## src/rtl/ibex_bus_guard.sv

```systemverilog
// rtl/ibex_bus_guard.sv - per-channel bus protocol guard for the Ibex instr/data ports
//
// Sits between the core's request/response ports and the interconnect. For each channel it
// tracks accepted-but-unanswered requests, throttles at MaxOutstanding, flags responses that
// arrive with nothing outstanding, times out silent responders, and generates/checks the 7-bit
// SECDED(39,32) bus integrity. Findings are kept as sticky per-channel status and summarised
// on two alert outputs.
//
// Ports:
//   clk_i, rst_ni          clock, asynchronous active-low reset
//   host_req_i             core request per channel
//   host_gnt_o             grant back to the core (dev grant qualified by the gated request)
//   host_rvalid_o          response valid to the core, spurious beats removed
//   host_err_o             response error to the core (device error or integrity mismatch)
//   host_wdata_i           core write data, 32 bits per channel
//   dev_req_o              gated request to the interconnect
//   dev_gnt_i              interconnect grant
//   dev_rvalid_i           interconnect response valid
//   dev_err_i              interconnect response error
//   dev_rdata_i            response data, 32 bits per channel
//   dev_rdata_intg_i       response check bits, 7 bits per channel
//   dev_wdata_intg_o       generated write check bits, 7 bits per channel
//   clr_i                  clear sticky status and timeout lock of a channel
//   outstanding_o          outstanding request count, CntW bits per channel
//   err_status_o           sticky {intg, timeout, spurious}, 3 bits per channel
//   alert_minor_o          one-cycle pulse on a clean device-error response
//   alert_major_o          level, set while any sticky status bit is set

module ibex_bus_guard #(
  parameter int unsigned NumChannels    = 2,
  parameter int unsigned MaxOutstanding = 2,
  parameter int unsigned TimeoutCycles  = 1024,
  parameter bit          IntgEnable     = 1'b1,
  parameter int unsigned CntW           = $clog2(MaxOutstanding + 1)
) (
  input  logic                        clk_i,
  input  logic                        rst_ni,
  input  logic [NumChannels-1:0]      host_req_i,
  output logic [NumChannels-1:0]      host_gnt_o,
  output logic [NumChannels-1:0]      host_rvalid_o,
  output logic [NumChannels-1:0]      host_err_o,
  input  logic [NumChannels*32-1:0]   host_wdata_i,
  output logic [NumChannels-1:0]      dev_req_o,
  input  logic [NumChannels-1:0]      dev_gnt_i,
  input  logic [NumChannels-1:0]      dev_rvalid_i,
  input  logic [NumChannels-1:0]      dev_err_i,
  input  logic [NumChannels*32-1:0]   dev_rdata_i,
  input  logic [NumChannels*7-1:0]    dev_rdata_intg_i,
  output logic [NumChannels*7-1:0]    dev_wdata_intg_o,
  input  logic [NumChannels-1:0]      clr_i,
  output logic [NumChannels*CntW-1:0] outstanding_o,
  output logic [NumChannels*3-1:0]    err_status_o,
  output logic                        alert_minor_o,
  output logic                        alert_major_o
);

  localparam int unsigned TmrW = (TimeoutCycles > 2) ? $clog2(TimeoutCycles) : 1;
  localparam logic [CntW-1:0] MaxCnt  = CntW'(MaxOutstanding);
  localparam logic [TmrW-1:0] TmrLast = TmrW'(TimeoutCycles - 1);
  localparam logic [TmrW-1:0] TmrPre  = TmrW'(TimeoutCycles - 2);

  // SECDED(39,32) encoder check bits: each bit is the parity of the data under one mask.
  function automatic logic [6:0] secded_enc(input logic [31:0] d);
    logic [6:0] c;
    c[0] = ^(d & 32'h2606BD25);
    c[1] = ^(d & 32'hDEBA8050);
    c[2] = ^(d & 32'h413D89AA);
    c[3] = ^(d & 32'h31234ED1);
    c[4] = ^(d & 32'hC2C1323B);
    c[5] = ^(d & 32'h2DCC624C);
    c[6] = ^(d & 32'h98505586);
    return c;
  endfunction

  logic [NumChannels-1:0]   w_minor_evt;
  logic [NumChannels*3-1:0] w_status_flat;
  logic                     r_alert_minor;
  logic                     r_alert_major;

  for (genvar g = 0; g < NumChannels; g++) begin : g_ch
    logic [CntW-1:0] r_count;
    logic [TmrW-1:0] r_timer;
    logic [2:0]      r_status;
    logic            r_lock;

    logic            w_full;
    logic            w_nonzero;
    logic            w_dev_req;
    logic            w_accept;
    logic            w_rsp;
    logic            w_spurious;
    logic            w_intg_bad;
    logic            w_timeout;
    logic [6:0]      w_intg_calc;

    always_comb begin
      w_full      = (r_count == MaxCnt);
      w_nonzero   = (r_count != '0);
      w_dev_req   = host_req_i[g] & ~w_full & ~r_lock;
      w_accept    = dev_gnt_i[g] & w_dev_req;
      w_rsp       = dev_rvalid_i[g] & w_nonzero;
      w_spurious  = dev_rvalid_i[g] & ~w_nonzero;
      w_intg_calc = secded_enc(dev_rdata_i[g*32 +: 32]);
      w_intg_bad  = IntgEnable && w_rsp && (w_intg_calc != dev_rdata_intg_i[g*7 +: 7]);
      // Fires on the edge where the timer steps onto its last value; it then holds there,
      // so a channel reports a given stall only once.
      w_timeout   = w_nonzero & ~w_rsp & (r_timer == TmrPre);
    end

    assign dev_req_o[g]             = w_dev_req;
    assign host_gnt_o[g]            = w_accept;
    assign host_rvalid_o[g]         = w_rsp;
    assign host_err_o[g]            = w_rsp & (dev_err_i[g] | w_intg_bad);
    assign dev_wdata_intg_o[g*7 +: 7] = IntgEnable ? secded_enc(host_wdata_i[g*32 +: 32]) : 7'd0;
    assign outstanding_o[g*CntW +: CntW] = r_count;
    assign w_status_flat[g*3 +: 3]  = r_status;
    // A device error only counts as a minor alert when the beat itself is trustworthy.
    assign w_minor_evt[g]           = w_rsp & dev_err_i[g] & ~w_intg_bad;

    always_ff @(posedge clk_i or negedge rst_ni) begin
      if (!rst_ni) begin
        r_count  <= '0;
        r_timer  <= '0;
        r_status <= 3'b000;
        r_lock   <= 1'b0;
      end else begin
        // Accept is gated by full and decrement by nonzero, so the counter cannot over/underflow.
        case ({w_accept, w_rsp})
          2'b10:   r_count <= r_count + CntW'(1);
          2'b01:   r_count <= r_count - CntW'(1);
          default: r_count <= r_count;
        endcase

        if (!w_nonzero || w_rsp) begin
          r_timer <= '0;
        end else if (r_timer != TmrLast) begin
          r_timer <= r_timer + TmrW'(1);
        end

        // Clear first, then OR in this cycle's events so a coincident event survives clr.
        r_status <= (clr_i[g] ? 3'b000 : r_status) | {w_intg_bad, w_timeout, w_spurious};
        r_lock   <= (clr_i[g] ? 1'b0 : r_lock) | w_timeout;
      end
    end
  end

  always_ff @(posedge clk_i or negedge rst_ni) begin
    if (!rst_ni) begin
      r_alert_minor <= 1'b0;
      r_alert_major <= 1'b0;
    end else begin
      r_alert_minor <= |w_minor_evt;
      r_alert_major <= |w_status_flat;
    end
  end

  assign err_status_o  = w_status_flat;
  assign alert_minor_o = r_alert_minor;
  assign alert_major_o = r_alert_major;

endmodule

```

## config.mk

```make
export PLATFORM = sky130hd
export DESIGN_NAME = ibex_bus_guard
export DESIGN_NICKNAME = d
export VERILOG_FILES = /design/src/rtl/ibex_bus_guard.sv
export SDC_FILE = /design/constraint.sdc
export NUM_CORES = 1
export LEC_CHECK = 0
export CAP_MARGIN = 25
export CORE_UTILIZATION = 40
export CTS_CLUSTER_SIZE = 24
export DETAILED_ROUTE_END_ITERATION = 12
export DONT_BUFFER_PORTS = 1
export MAX_ROUTING_LAYER = met4
export PLACE_DENSITY_LB_ADDON = 0.08
export SLEW_MARGIN = 25
export SYNTH_ARGS = -nofsm -noshare
export SYNTH_HDL_FRONTEND = slang
export SYNTH_SLANG_ARGS = --single-unit
```

## constraint.sdc

```tcl
create_clock -name clk_i -period 3.2 [get_ports clk_i]
set_clock_uncertainty 0.2 [all_clocks]
set_input_delay 0.64 -clock clk_i [delete_from_list [all_inputs] [get_ports clk_i]]
set_output_delay 0.64 -clock clk_i [all_outputs]
set_load 0.005 [all_outputs]
```

==> impl_metrics.env, run 1 <==
export IMPL_outcome="finished, final reports clean"
export IMPL_setup_viol_count_final=0
export IMPL_root_buffer="clkbuf_8"
export IMPL_syn2layout_area_growth_pct=5.91
export IMPL_drc_errors=0
export IMPL_dp_worst_setup_slack_ns=0.224
export IMPL_start_kind="input port"
export IMPL_grt_pass1_wl_um=14200
export IMPL_dieArea_um2=11000
export IMPL_hold_path_class="in -> reg"
export IMPL_io_pins=188
export IMPL_hp_start="clr_i[1]"
export IMPL_final_max_slew_violation_count=0
export IMPL_critical_path_class="in -> out"
export IMPL_clock_latency_ns=0.29
export IMPL_setup_tns_ns=0
export IMPL_drive_gt1_share_pct=3.49
export IMPL_antenna_cells=0
export IMPL_synth_top_cell_by_area="xnor2_1"
export IMPL_cts_max_level=2
export IMPL_worstMarginPinSlew_ns=0.535
export IMPL_dp_hpwl_um=7770
export IMPL_syn_area_um2=4240
export IMPL_ys_ff_latch=34
export IMPL_drtAntennaViolNets=0
export IMPL_grt_pass1_vias=3132
export IMPL_nets=618
export IMPL_synth_flop_cell="dfrtp_1"
export IMPL_cts_setup_buffers=0
export IMPL_fmax_ghz=0.337
export IMPL_synth_nets=616
export IMPL_grt_max_degree=35
export IMPL_grt_ovfl_total=0
export IMPL_gr_usage_all_layers_pct=16.6
export IMPL_swShare_pct=38.4
export IMPL_cts_tree="built"
export IMPL_fin_crit_ns=2.97
export IMPL_hold_viol_final=0
export IMPL_fin_crit_sh_pct=92.7
export IMPL_slew_headroom_pct=64.3
export IMPL_multi_input_area_um2=3280
export IMPL_cts_sinks=34
export IMPL_yosysUniqueCellTypes=34
export IMPL_via_count=2865
export IMPL_crit_required_ns=2.36
export IMPL_regArea_um2=851
export IMPL_powerDensity_nw_per_um2=489
export IMPL_worst_slack_ns=0.233
export IMPL_ys_warn_count=0
export IMPL_drv_cap=0
export IMPL_grt_setup_unrepaired="false"
export IMPL_drt_vias_per_instance=4.82
export IMPL_r2r_start="g_ch[1].r_timer[2]$_DFFE_PN0P_"
export IMPL_power_frac_comb_pct=57.1
export IMPL_path_max_fanout=2
export IMPL_seqPwrFrac_pct=27.9
export IMPL_ys_async_sr_fraction_pct=100
export IMPL_gp_congestion=0.821
export IMPL_synth_cells=456
export IMPL_die_h_um=105
export IMPL_totalWireLength_um=8780
export IMPL_grt_antenna_before_repair=0
export IMPL_ys_seq_area_share_pct=20.1
export IMPL_p_int_uw=1350
export IMPL_worstPathArrival_ns=2.13
export IMPL_path_clk_slew_ns=0.07
export IMPL_die_x_um=105
export IMPL_drt_iter0_drc=72
export IMPL_syn_area_per_cell_um2=9.29
export IMPL_leakagePower_uw=0.00157
export IMPL_yosys_top_cells_area="xnor2_1 49%, dfrtp_1 20%, xor2_1 8.9%"
export IMPL_post_synth_top_count_cell="xnor2_1"
export IMPL_p_clk_share_pct=15.1
export IMPL_irDropWorstVdd_mv=0.189
export IMPL_crit_start="dev_rdata_i[2]"
export IMPL_drt_pre_antenna_iters=4
export IMPL_cts_buffers=5
export IMPL_synth_edf_count=0
export IMPL_final_fill_count=1044
export IMPL_port_buffers=0
export IMPL_p_sw_uw=843
export IMPL_yosys_area_top_type_share_pct=49.4
export IMPL_core_area_um2=10300
export IMPL_endpoint_kind="output port"
export IMPL_max_clock_path_buffers=2
export IMPL_wire_per_inst_um=14.7
export IMPL_synthTopCellsByCount="239 x xnor2_1, 43 x xor2_1, 34 x dfrtp_1"
export IMPL_initial_core_util_pct=41.2
export IMPL_num_rows=37
logic make-up (layout without fill, tap and decap cells):
| kind of cell | count (synthesis) | in the layout | share of synthesized area, % |
|---|---|---|---|
| AOI/OAI and AO/OA | 21 | 21 | 3.40 |
| xor gates and xnor gates | 290 | 290 | 62.3 |
| adders and majority gates | 6 | 6 | 1.77 |
| buffers and inverters | 21 | 24 | 2.39 |
| DFF | 34 | 34 | 20.1 |
| and+or+nand+nor | 84 | 84 | 10.1 |
critical path: stages:
cell      delay [ns]
xor2_1          0.31
xnor3_1         0.49
xnor2_1         0.15
nor3_1          0.12
nand2b_1        0.12
nand3_1         0.09
o21a_1          0.21
layer usage:
metal	share of wire, %	routed length [um]	GRT usage, %	up-vias
met5	0	0	-	-
met4	1.3	112	3.82	0
met3	8.3	728	4.37	12
met2	51	4520	30.3	114
met1	39	3420	17.8	1292
li1	-	-	-	1447
layout by cell type, fill, tap and decap left out, types with 4 or more instances in the layout:
cell | netlist | final
xnor2_1 | 239 | 239
nor3_1 | 5 | 5
nand4_1 | 4 | 4
nand3_1 | 15 | 15
a211oi_1 | 4 | 4
o21ai_0 | 6 | 6
dfrtp_1 | 34 | 34
clkbuf_8 | 0 | 6
xnor3_1 | 6 | 6
inv_1 | 12 | 12
nand2_1 | 10 | 10
and3_1 | 5 | 5
nor2_1 | 27 | 27
xor2_1 | 43 | 43
nand2b_1 | 4 | 4
ha_1 | 6 | 6
final cells by class:
class | count | area share (%)
inverter | 12 | 1.00
clock buffer | 7 | 1.92
clock inverter | 1 | 0.112
tap | 136 | 3.79
timing repair buffer | 4 | 1.00
sequential | 34 | 19.0
multi-input combinational | 401 | 73.2
timing repair:
action,in CTS,in global routing
endpoints found under the hold margin,34,0
resized for setup,0,0
hold buffers,2,0
registers in the layout (all words and copies together) (netlist names):
| signal | cells |
|---|---|
| g_ch.r_timer | 20 |
| g_ch.r_status | 6 |
| g_ch.r_count | 4 |
| g_ch.r_lock | 2 |
| alert_major_o | 1 |
| alert_minor_o | 1 |
metrics by stage:
stage / hold slack [ns] / cells / area, um^2 / util (%) / power [uW]
2_1_floorplan: 0.144 / 456 / 4240 / - / 1710
3_3_place_gp: 0.145 / 585 / 4360 / 42.5 / 1870
3_5_place_dp: 0.145 / 585 / 4360 / 42.5 / 1880
4_1_cts: 0.238 / 595 / 4490 / 43.6 / 2240
5_1_grt: 0.261 / 595 / 4490 / 43.6 / 2380
6_report: 0.255 / 595 / 4490 / 43.6 / 2190
final timing paths:
| path | slack [ns] | end | cells after the start |
|---|---|---|---|
| max in group asynchronous | 2.01 | g_ch[1].r_timer[8]$_DFFE_PN0P_ | 2 |
| setup reg to reg | 1.16 | g_ch[1].r_timer[3]$_DFFE_PN0P_ | 7 |
| setup / recovery | 0.23 | host_err_o[0] | 7 |
| hold / removal | 0.25 | g_ch[1].r_lock$_DFF_PN0_ | 1 |
| min in group asynchronous | 0.61 | g_ch[1].r_count[0]$_DFFE_PN0P_ | 2 |
| hold reg to reg | 0.33 | g_ch[0].r_lock$_DFF_PN0_ | 2 |
power groups by stage:
stage	clock network (uW)	logic, uW	registers [uW]
global route	364	1380	627
CTS	346	1280	613
detailed placement	0	1260	622
floorplan	0	1120	584
global placement	0	1250	620
finish	331	1250	611
No activity file was read; power rests on OpenSTA's default activity.
==> run 2: changes to the inputs <==
--- a/config.mk
+++ b/config.mk
@@ -12,5 +12,4 @@
 export DONT_BUFFER_PORTS = 1
 export MAX_ROUTING_LAYER = met4
-export PLACE_DENSITY_LB_ADDON = 0.08
 export SLEW_MARGIN = 25
 export SYNTH_ARGS = -nofsm -noshare
--- a/constraint.sdc
+++ b/constraint.sdc
@@ -3,3 +3,3 @@
 set_input_delay 0.64 -clock clk_i [delete_from_list [all_inputs] [get_ports clk_i]]
 set_output_delay 0.64 -clock clk_i [all_outputs]
-set_load 0.005 [all_outputs]
+set_load 0.05 [all_outputs]
==> impl_metrics.env, run 2 (synthesis results as in run 1) <==
export IMPL_outcome="finished, final reports clean"
export IMPL_die_h_um=105
export IMPL_core_area_um2=10300
export IMPL_cts_buffers=5
export IMPL_powerDensity_nw_per_um2=674
export IMPL_die_x_um=105
export IMPL_r2r_cells=6
export IMPL_seqPwrFrac_pct=22.1
export IMPL_crit_required_ns=2.36
export IMPL_worstPathArrival_ns=2.24
export IMPL_critical_path_class="in -> out"
export IMPL_drt_pre_antenna_iters=4
export IMPL_grt_pass1_vias=3242
export IMPL_syn2layout_area_growth_pct=11.4
export IMPL_irDropWorstVdd_mv=0.411
export IMPL_largest_reg_flops=20
export IMPL_grt_antenna_before_repair=0
export IMPL_num_rows=37
export IMPL_crit_start="dev_rdata_i[56]"
export IMPL_worstMarginPinSlew_ns=0.568
export IMPL_reg_top3="g_ch.r_timer (20), g_ch.r_status (6), g_ch.r_count (4)"
export IMPL_r2r_setup_slack_ns=0.85
export IMPL_slew_headroom_pct=62.2
export IMPL_start_kind="input port"
export IMPL_drt_vias_per_instance=4.79
export IMPL_setup_tns_ns=0
export IMPL_power_frac_comb_pct=67.6
export IMPL_final_max_slew_violation_count=0
export IMPL_hold_path_class="in -> reg"
export IMPL_p_int_uw=1580
export IMPL_dieArea_um2=11000
export IMPL_r2r_end="g_ch[1].r_count[1]$_DFFE_PN0P_"
export IMPL_cts_sinks=34
export IMPL_gr_usage_all_layers_pct=17.2
export IMPL_cts_max_level=2
export IMPL_drtAntennaViolNets=0
export IMPL_fin_crit_ns=3.08
export IMPL_design_area_um2=4720
export IMPL_final_common_cell="xnor2_1"
export IMPL_grt_setup_unrepaired="false"
export IMPL_cts_tree="built"
export IMPL_root_buffer="clkbuf_8"
export IMPL_io_pins=188
export IMPL_leakagePower_uw=0.00170
export IMPL_p_clk_share_pct=10.3
export IMPL_nets=642
export IMPL_placed_cell_area_um2=4570
export IMPL_grt_ovfl_total=0
export IMPL_wire_per_inst_um=14.6
export IMPL_gp_congestion=0.849
export IMPL_antenna_cells=0
export IMPL_grt_max_degree=35
export IMPL_fin_crit_sh_pct=96.2
export IMPL_totalWireLength_um=9050
export IMPL_path_max_fanout=2
export IMPL_max_clock_path_buffers=2
export IMPL_top_register="g_ch.r_timer"
export IMPL_hold_viol_final=0
export IMPL_swShare_pct=50.4
export IMPL_drive_gt1_share_pct=9.11
export IMPL_p_sw_uw=1600
export IMPL_dp_hpwl_um=8050
export IMPL_grt_pass1_wl_um=15000
export IMPL_port_buffers=0
export IMPL_crit_end="host_err_o[1]"
export IMPL_clock_latency_ns=0.29
export IMPL_setup_viol_count_final=0
export IMPL_r2r_start="g_ch[1].r_count[1]$_DFFE_PN0P_"
export IMPL_drc_errors=0
export IMPL_via_count=2963
export IMPL_drv_cap=0
export IMPL_endpoint_kind="output port"
export IMPL_initial_core_util_pct=41.2
export IMPL_final_cell_mix="238 x xnor2_1, 41 x xor2_1, 34 x dfrtp_1"
export IMPL_path_clk_slew_ns=0.07
export IMPL_drt_iter0_drc=97
export IMPL_fmax_ghz=0.325
## run 2: final cells by class
| type | instances | area, um^2 |
|---|---|---|
| fillers | 1033 | 5560 |
| multi-input cells | 401 | 3310 |
| flip-flops and latches | 34 | 851 |
| repair buffers | 28 | 250 |
| well taps | 136 | 170 |
| clock buffers | 6 | 82.6 |
| inverters | 12 | 45.0 |
| clock inverters | 2 | 12.5 |
## run 2: routing by layer
layer | share of wire, % | GRT usage, %
met5 | 0 | -
met4 | 0.15 | 2.11
met3 | 6.7 | 4.18
met2 | 53 | 31.5
met1 | 40 | 19.5
## run 2: power by group through the flow
stage	registers [uW]	logic, uW	clock network, uW
global placement	710	2130	0
CTS	705	2170	340
finish	704	2150	328
floorplan	761	1650	0
detailed placement	714	2150	0
global route	718	2300	362
## run 2: worst min-delay path by stage
stage | startpoint | end | slack (ns) | depth (start not counted)
2_1_floorplan | rst_ni | alert_major_o$_DFF_PN0_ | 0.14 | 0
3_3_place_gp | rst_ni | g_ch[1].r_status[2]$_DFF_PN0_ | 0.15 | 0
3_5_place_dp | rst_ni | g_ch[1].r_status[1]$_DFF_PN0_ | 0.15 | 0
4_1_cts | clr_i[0] | g_ch[0].r_status[1]$_DFF_PN0_ | 0.24 | 1
5_1_grt | clr_i[0] | g_ch[0].r_status[1]$_DFF_PN0_ | 0.24 | 1
6_report | clr_i[0] | g_ch[0].r_status[1]$_DFF_PN0_ | 0.25 | 1
## run 2: timing repair
action	4_1_cts	5_1_grt
setup endpoints to repair	0	2
buffers inserted	0	0
resized for setup	0	3
hold buffers	2	0
endpoints found under the hold margin	34	0
## run 2: worst max-delay path, cell delays in order
cell and delay, ns:
xor2_1 0.15, xnor2_1 0.24, xnor3_1 0.47, nor3_2 0.14, nand2b_1 0.12, nand4_2 0.11
o21a_1 0.21, buf_12 0.15
## run 2: through the flow
stage                     hold WS [ns]  std cells  util, %  total power, uW  worst slack (ns)
after CTS                        0.239        619     45.7             3220            0.0933
after detailed placement         0.145        609     44.5             2860            0.0883
after floorplan                  0.144        456        -             2420             0.181
after global placement           0.145        609     44.5             2840             0.119
final                            0.246        619     45.9             3180             0.121
after global routing             0.239        619     45.9             3380            0.0117
==> variant 1 (flow settings as in run 1) <==
Set the parameter `IntgEnable` to 1'b0 (it was 1'b1).
--- a/src/rtl/ibex_bus_guard.sv
+++ b/src/rtl/ibex_bus_guard.sv
@@ -30,7 +30,7 @@
   parameter int unsigned NumChannels    = 2,
   parameter int unsigned MaxOutstanding = 2,
   parameter int unsigned TimeoutCycles  = 1024,
-  parameter bit          IntgEnable     = 1'b1,
+  parameter bit          IntgEnable     = 1'b0,
   parameter int unsigned CntW           = $clog2(MaxOutstanding + 1)
 ) (
   input  logic                        clk_i,
Behaviour: not the same (Yosys sat finds a counterexample within 4 cycles, from zero or initial values and one cycle with rst_ni low).
==> variant 1 against run 1 <==
- the flow now finishes with violations (design-rule violations)
- synthesized cell count is 57% lower
- routed wire length is 57% lower
- power is 47% lower
- worst setup slack better by 790 ps
- critical path depth is 4 lower
- design area is 57% lower
- sequential cell count is 2 lower
- area after synthesis is 56% lower
- critical endpoint is now host_gnt_o[0]
- largest power group is now registers
==> variant 1: results (changes against run 1) <==
first-pass GRT wire length=6490 um (-54%); worst vdd ir=205 uV (+8.5%); Leak=0.797 nW (-49%); Critical Path AT=1340 ps (-790 ps); Critical Path Max Stage Delay=470 ps (-20 ps); hpwl dp=2700 um (-65%); placer congestion estimate=0.874 (+6.4%); largest net degree at the start of global routing=33 (-5.7%); top-area cell type share of the netlist area=42.7% (-6.7 points); Slowest cell on crit path=dfrtp_1; cell family with most CP delay=simple AND/OR/NAND/NOR gates; pre-CTS WS=1300 ps (+1070 ps); ranking of synthesized cells by area=dfrtp_1 43%, buf_4 9.6%, ha_1 4.0%; highest routed metal layer=met4; met2 WL post-DR=1960 um (-57%); Seq/Total Area, Yosys=42.7% (+23 points); library cells used by synthesis=44 (+29%); starting DRC count in detailed routing=113 (+57%); Tot GR Track Use=17.3% (+0.72 points); layout cell share with drive strength beyond 1=10.0% (+6.5 points); Critical R2R Launch=g_ch[0].r_timer[1]; DR DRC count=7 (+7); drt pass-1 iters=8 (+4); Worst Setup SP=g_ch[0].r_count[0]; Met3 Routed Length=211 um (-71%); most instantiated cells after synthesis=32 x dfrtp_1, 24 x buf_4, 12 x nand2_1, 11 x a31oi_1, 10 x nor3_1; failing checks=design-rule violations; DR vias=1389 (-52%); Max transition margin=58.1% (-6.1 points); status=finished, violations left; met1 WL=1570 um (-54%); Final #Nets=349 (-44%); min-delay src=clr_i[0]; top flop regs=g_ch.r_timer x20, g_ch.r_count x4, g_ch.r_status x4; fillers=448 (-57%); P_sw=0.000412 W (-51%); WL final=3800 um (-57%); worst-path fanout max=7 (+5)
variant 1: cell types whose count changed after synthesis, moves of 3 or more:
cell and change:
inv_1 -3, nor2_1 -23, a22o_1 -3, xnor2_1 -235
xnor3_1 -6, buf_4 +18, o21ba_2 +4, a21oi_1 +3
nand3_1 -9, nor3_1 +5, a31oi_1 +10, xor2_1 -41
variant 1: layout make-up:
type	count	area (um2)	share of cell area, %
Inverter	9	33.8	1.77
Clock buffer	5	68.8	3.60
Sequential cell	32	801	41.9
Timing Repair Buffer	2	30.0	1.57
Tap cell	52	65.1	3.40
Clock inverter	3	18.8	0.982
Multi-Input combinational cell	139	895	46.8
variant 1: power groups by stage:
stage / Combinational, W / Clock, W / Sequential, W
6_report: 0.000279 / 0.000306 / 0.000579
5_1_grt: 0.000321 / 0.000336 / 0.000595
4_1_cts: 0.000281 / 0.000324 / 0.000580
3_5_place_dp: 0.000265 / 0 / 0.000588
3_3_place_gp: 0.000255 / 0 / 0.000583
2_1_floorplan: 0.000285 / 0 / 0.000545
variant 1: final timing paths:
path                                       end  slack, ps  depth (start not counted)
max in group asynchronous   g_ch[1].r_timer[3]       1990                          2
max                              host_gnt_o[0]       1020                          3
min reg2reg                      alert_major_o        330                          2
max reg2reg                 g_ch[0].r_timer[0]       1330                          4
min                        g_ch[0].r_status[0]        240                          1
min in group asynchronous   g_ch[0].r_timer[9]        630                          2
variant 1: kinds of logic after synthesis:
kind of cell / after synthesis / share of synthesized area, %
compound gates: 46 / 17.1
xor+xnor: 6 / 2.80
fa+ha+maj: 6 / 4.00
buf+inv: 38 / 12.6
flops: 32 / 42.7
mux: 1 / 0.534
other cells: 1 / 0.200
simple gates: 64 / 20.1
variant 1: what timing repair did:
action / CTS / global route
resized for setup: 0 / 0
hold buffers: 2 / 0
hold endpoints to repair: 32 / 0
variant 1: routing by layer:
metal  up-vias  global-route usage, %
met5         -                      -
met4         0                   6.35
met3         7                   5.92
met2        45                   27.8
met1       677                   20.0
li1        660                      -
variant 1: metrics by stage:
stage / instances / util, % / cell area (um2) / hold WS [ps]
6_report: 242 / 43.0 / 1910 / 241
5_1_grt: 242 / 43.0 / 1910 / 223
4_1_cts: 242 / 43.0 / 1910 / 232
3_5_place_dp: 232 / 40.4 / 1790 / 145
3_3_place_gp: 232 / 40.4 / 1790 / 145
2_1_floorplan: 209 / - / 1930 / 144
variant 1: worst register-to-register path: stages (launching register included):
cell and delay, ps:
dfrtp_1 420, ha_1 320, nand4_1 240, or3_1 430, mux2i_1 140
==> variant 2 (flow settings as in run 1) <==
Without the edit above. Register the output `host_err_o`, with the module's reset; this adds one clock of latency there. The other outputs are not delayed to match.
--- a/src/rtl/ibex_bus_guard.sv
+++ b/src/rtl/ibex_bus_guard.sv
@@ -59,6 +59,8 @@
   localparam logic [TmrW-1:0] TmrLast = TmrW'(TimeoutCycles - 1);
   localparam logic [TmrW-1:0] TmrPre  = TmrW'(TimeoutCycles - 2);
 
+  logic [NumChannels-1:0] host_err_d;
+
   // SECDED(39,32) encoder check bits: each bit is the parity of the data under one mask.
   function automatic logic [6:0] secded_enc(input logic [31:0] d);
     logic [6:0] c;
@@ -110,7 +112,7 @@
     assign dev_req_o[g]             = w_dev_req;
     assign host_gnt_o[g]            = w_accept;
     assign host_rvalid_o[g]         = w_rsp;
-    assign host_err_o[g]            = w_rsp & (dev_err_i[g] | w_intg_bad);
+    assign host_err_d[g]            = w_rsp & (dev_err_i[g] | w_intg_bad);
     assign dev_wdata_intg_o[g*7 +: 7] = IntgEnable ? secded_enc(host_wdata_i[g*32 +: 32]) : 7'd0;
     assign outstanding_o[g*CntW +: CntW] = r_count;
     assign w_status_flat[g*3 +: 3]  = r_status;
@@ -158,5 +160,13 @@
   assign alert_minor_o = r_alert_minor;
   assign alert_major_o = r_alert_major;
 
+  always_ff @(posedge clk_i or negedge rst_ni) begin
+    if (!rst_ni) begin
+      host_err_o <= '0;
+    end else begin
+      host_err_o <= host_err_d;
+    end
+  end
+
 endmodule
 
Behaviour: not the same (a bounded check fails within 4 cycles, from zero or initial values and one cycle with rst_ni low).
==> variant 2 against run 1 <==
- first-iteration DRC count is 4.2% lower
- design area is 3.0% higher
- routed wire length grew 9.7%
- sequential cell count rose by 2
- power is 1.1% higher
- via count up 0.80%
- area after synthesis up 3.5%
- worst setup slack better by 500 ps
- core utilization up 0.51 points
- sequential power rose by 7.7%
==> variant 2: results (changes against run 1) <==
Final #Nets=603 (-2.4%); number of synthesized register bits=36 (+5.9%); Non-clock buffer share=0.650% (-0.35 points); Hold EP=g_ch[0].r_status[1]; most instantiated cells after synthesis=200 x xnor2_1, 44 x xor2_1, 36 x dfrtp_1, 24 x xnor3_1, 23 x nor2_1; Leak=1.81 nW (+15%); fillers=1030 (-1.3%); worst r2r dst=g_ch[1].r_timer[7]; first-pass GRT wire length=15300 um (+7.8%); synthesized area per cell=9.91 um2 (+6.7%); Post-DP Area=0.00450 mm2 (+3.1%); worst vdd ir=280 uV (+49%); fin cells=580 (-2.5%); met3 usage=4.01% (-0.35 points); library cells used by synthesis=32 (-5.9%); adder-cell share of the synthesized area=1.71% (-0.059 points); starting DRC count in detailed routing=69 (-4.2%); non-clock inverter total of the final layout=19 (+7); ranking of synthesized cells by area=xnor2_1 40%, dfrtp_1 21%, xnor3_1 12%; met1 Resource Use GR=20.0% (+2.2 points); placer congestion estimate=0.794 (-3.3%); Signal buffers=2 (-2); clock buffers=8 (+1); status=finished, final reports clean; wire length per cell=16.6 um (+13%); ClkCell Share=1.95% (-0.086 points)
variant 2: cell types whose count changed after synthesis, sizes merged, moves of 3 or more:
cell / delta
inv: +7
a22o: -3
xnor2: -40
nor2: -4
o21ai: +3
nor3: -3
or3: +5
xnor3: +19
variant 2: repair_timing:
| item | in CTS | in global routing |
|---|---|---|
| hold endpoints to repair | 36 | 0 |
| hold buffers | 2 | 0 |
| buffers inserted | 0 | 0 |
| setup endpoints to repair | 0 | 0 |
variant 2: metrics by stage:
stage | total power (W) | utilization [%] | hold WS (ps) | worst slack (ps)
floorplan | 0.00172 | - | 144 | 622
global placement | 0.00189 | 43.0 | 145 | 459
detailed placement | 0.00191 | 43.0 | 146 | 391
CTS | 0.00226 | 44.2 | 244 | 696
global route | 0.00240 | 44.2 | 240 | 610
finish | 0.00222 | 44.2 | 248 | 733
variant 2: worst max-delay path: cells and delay by family:
kind	cells	cell delay (ps)
AOI/OAI and AO/OA	2	490
xor gates and xnor gates	3	950
and+or+nand+nor	1	330
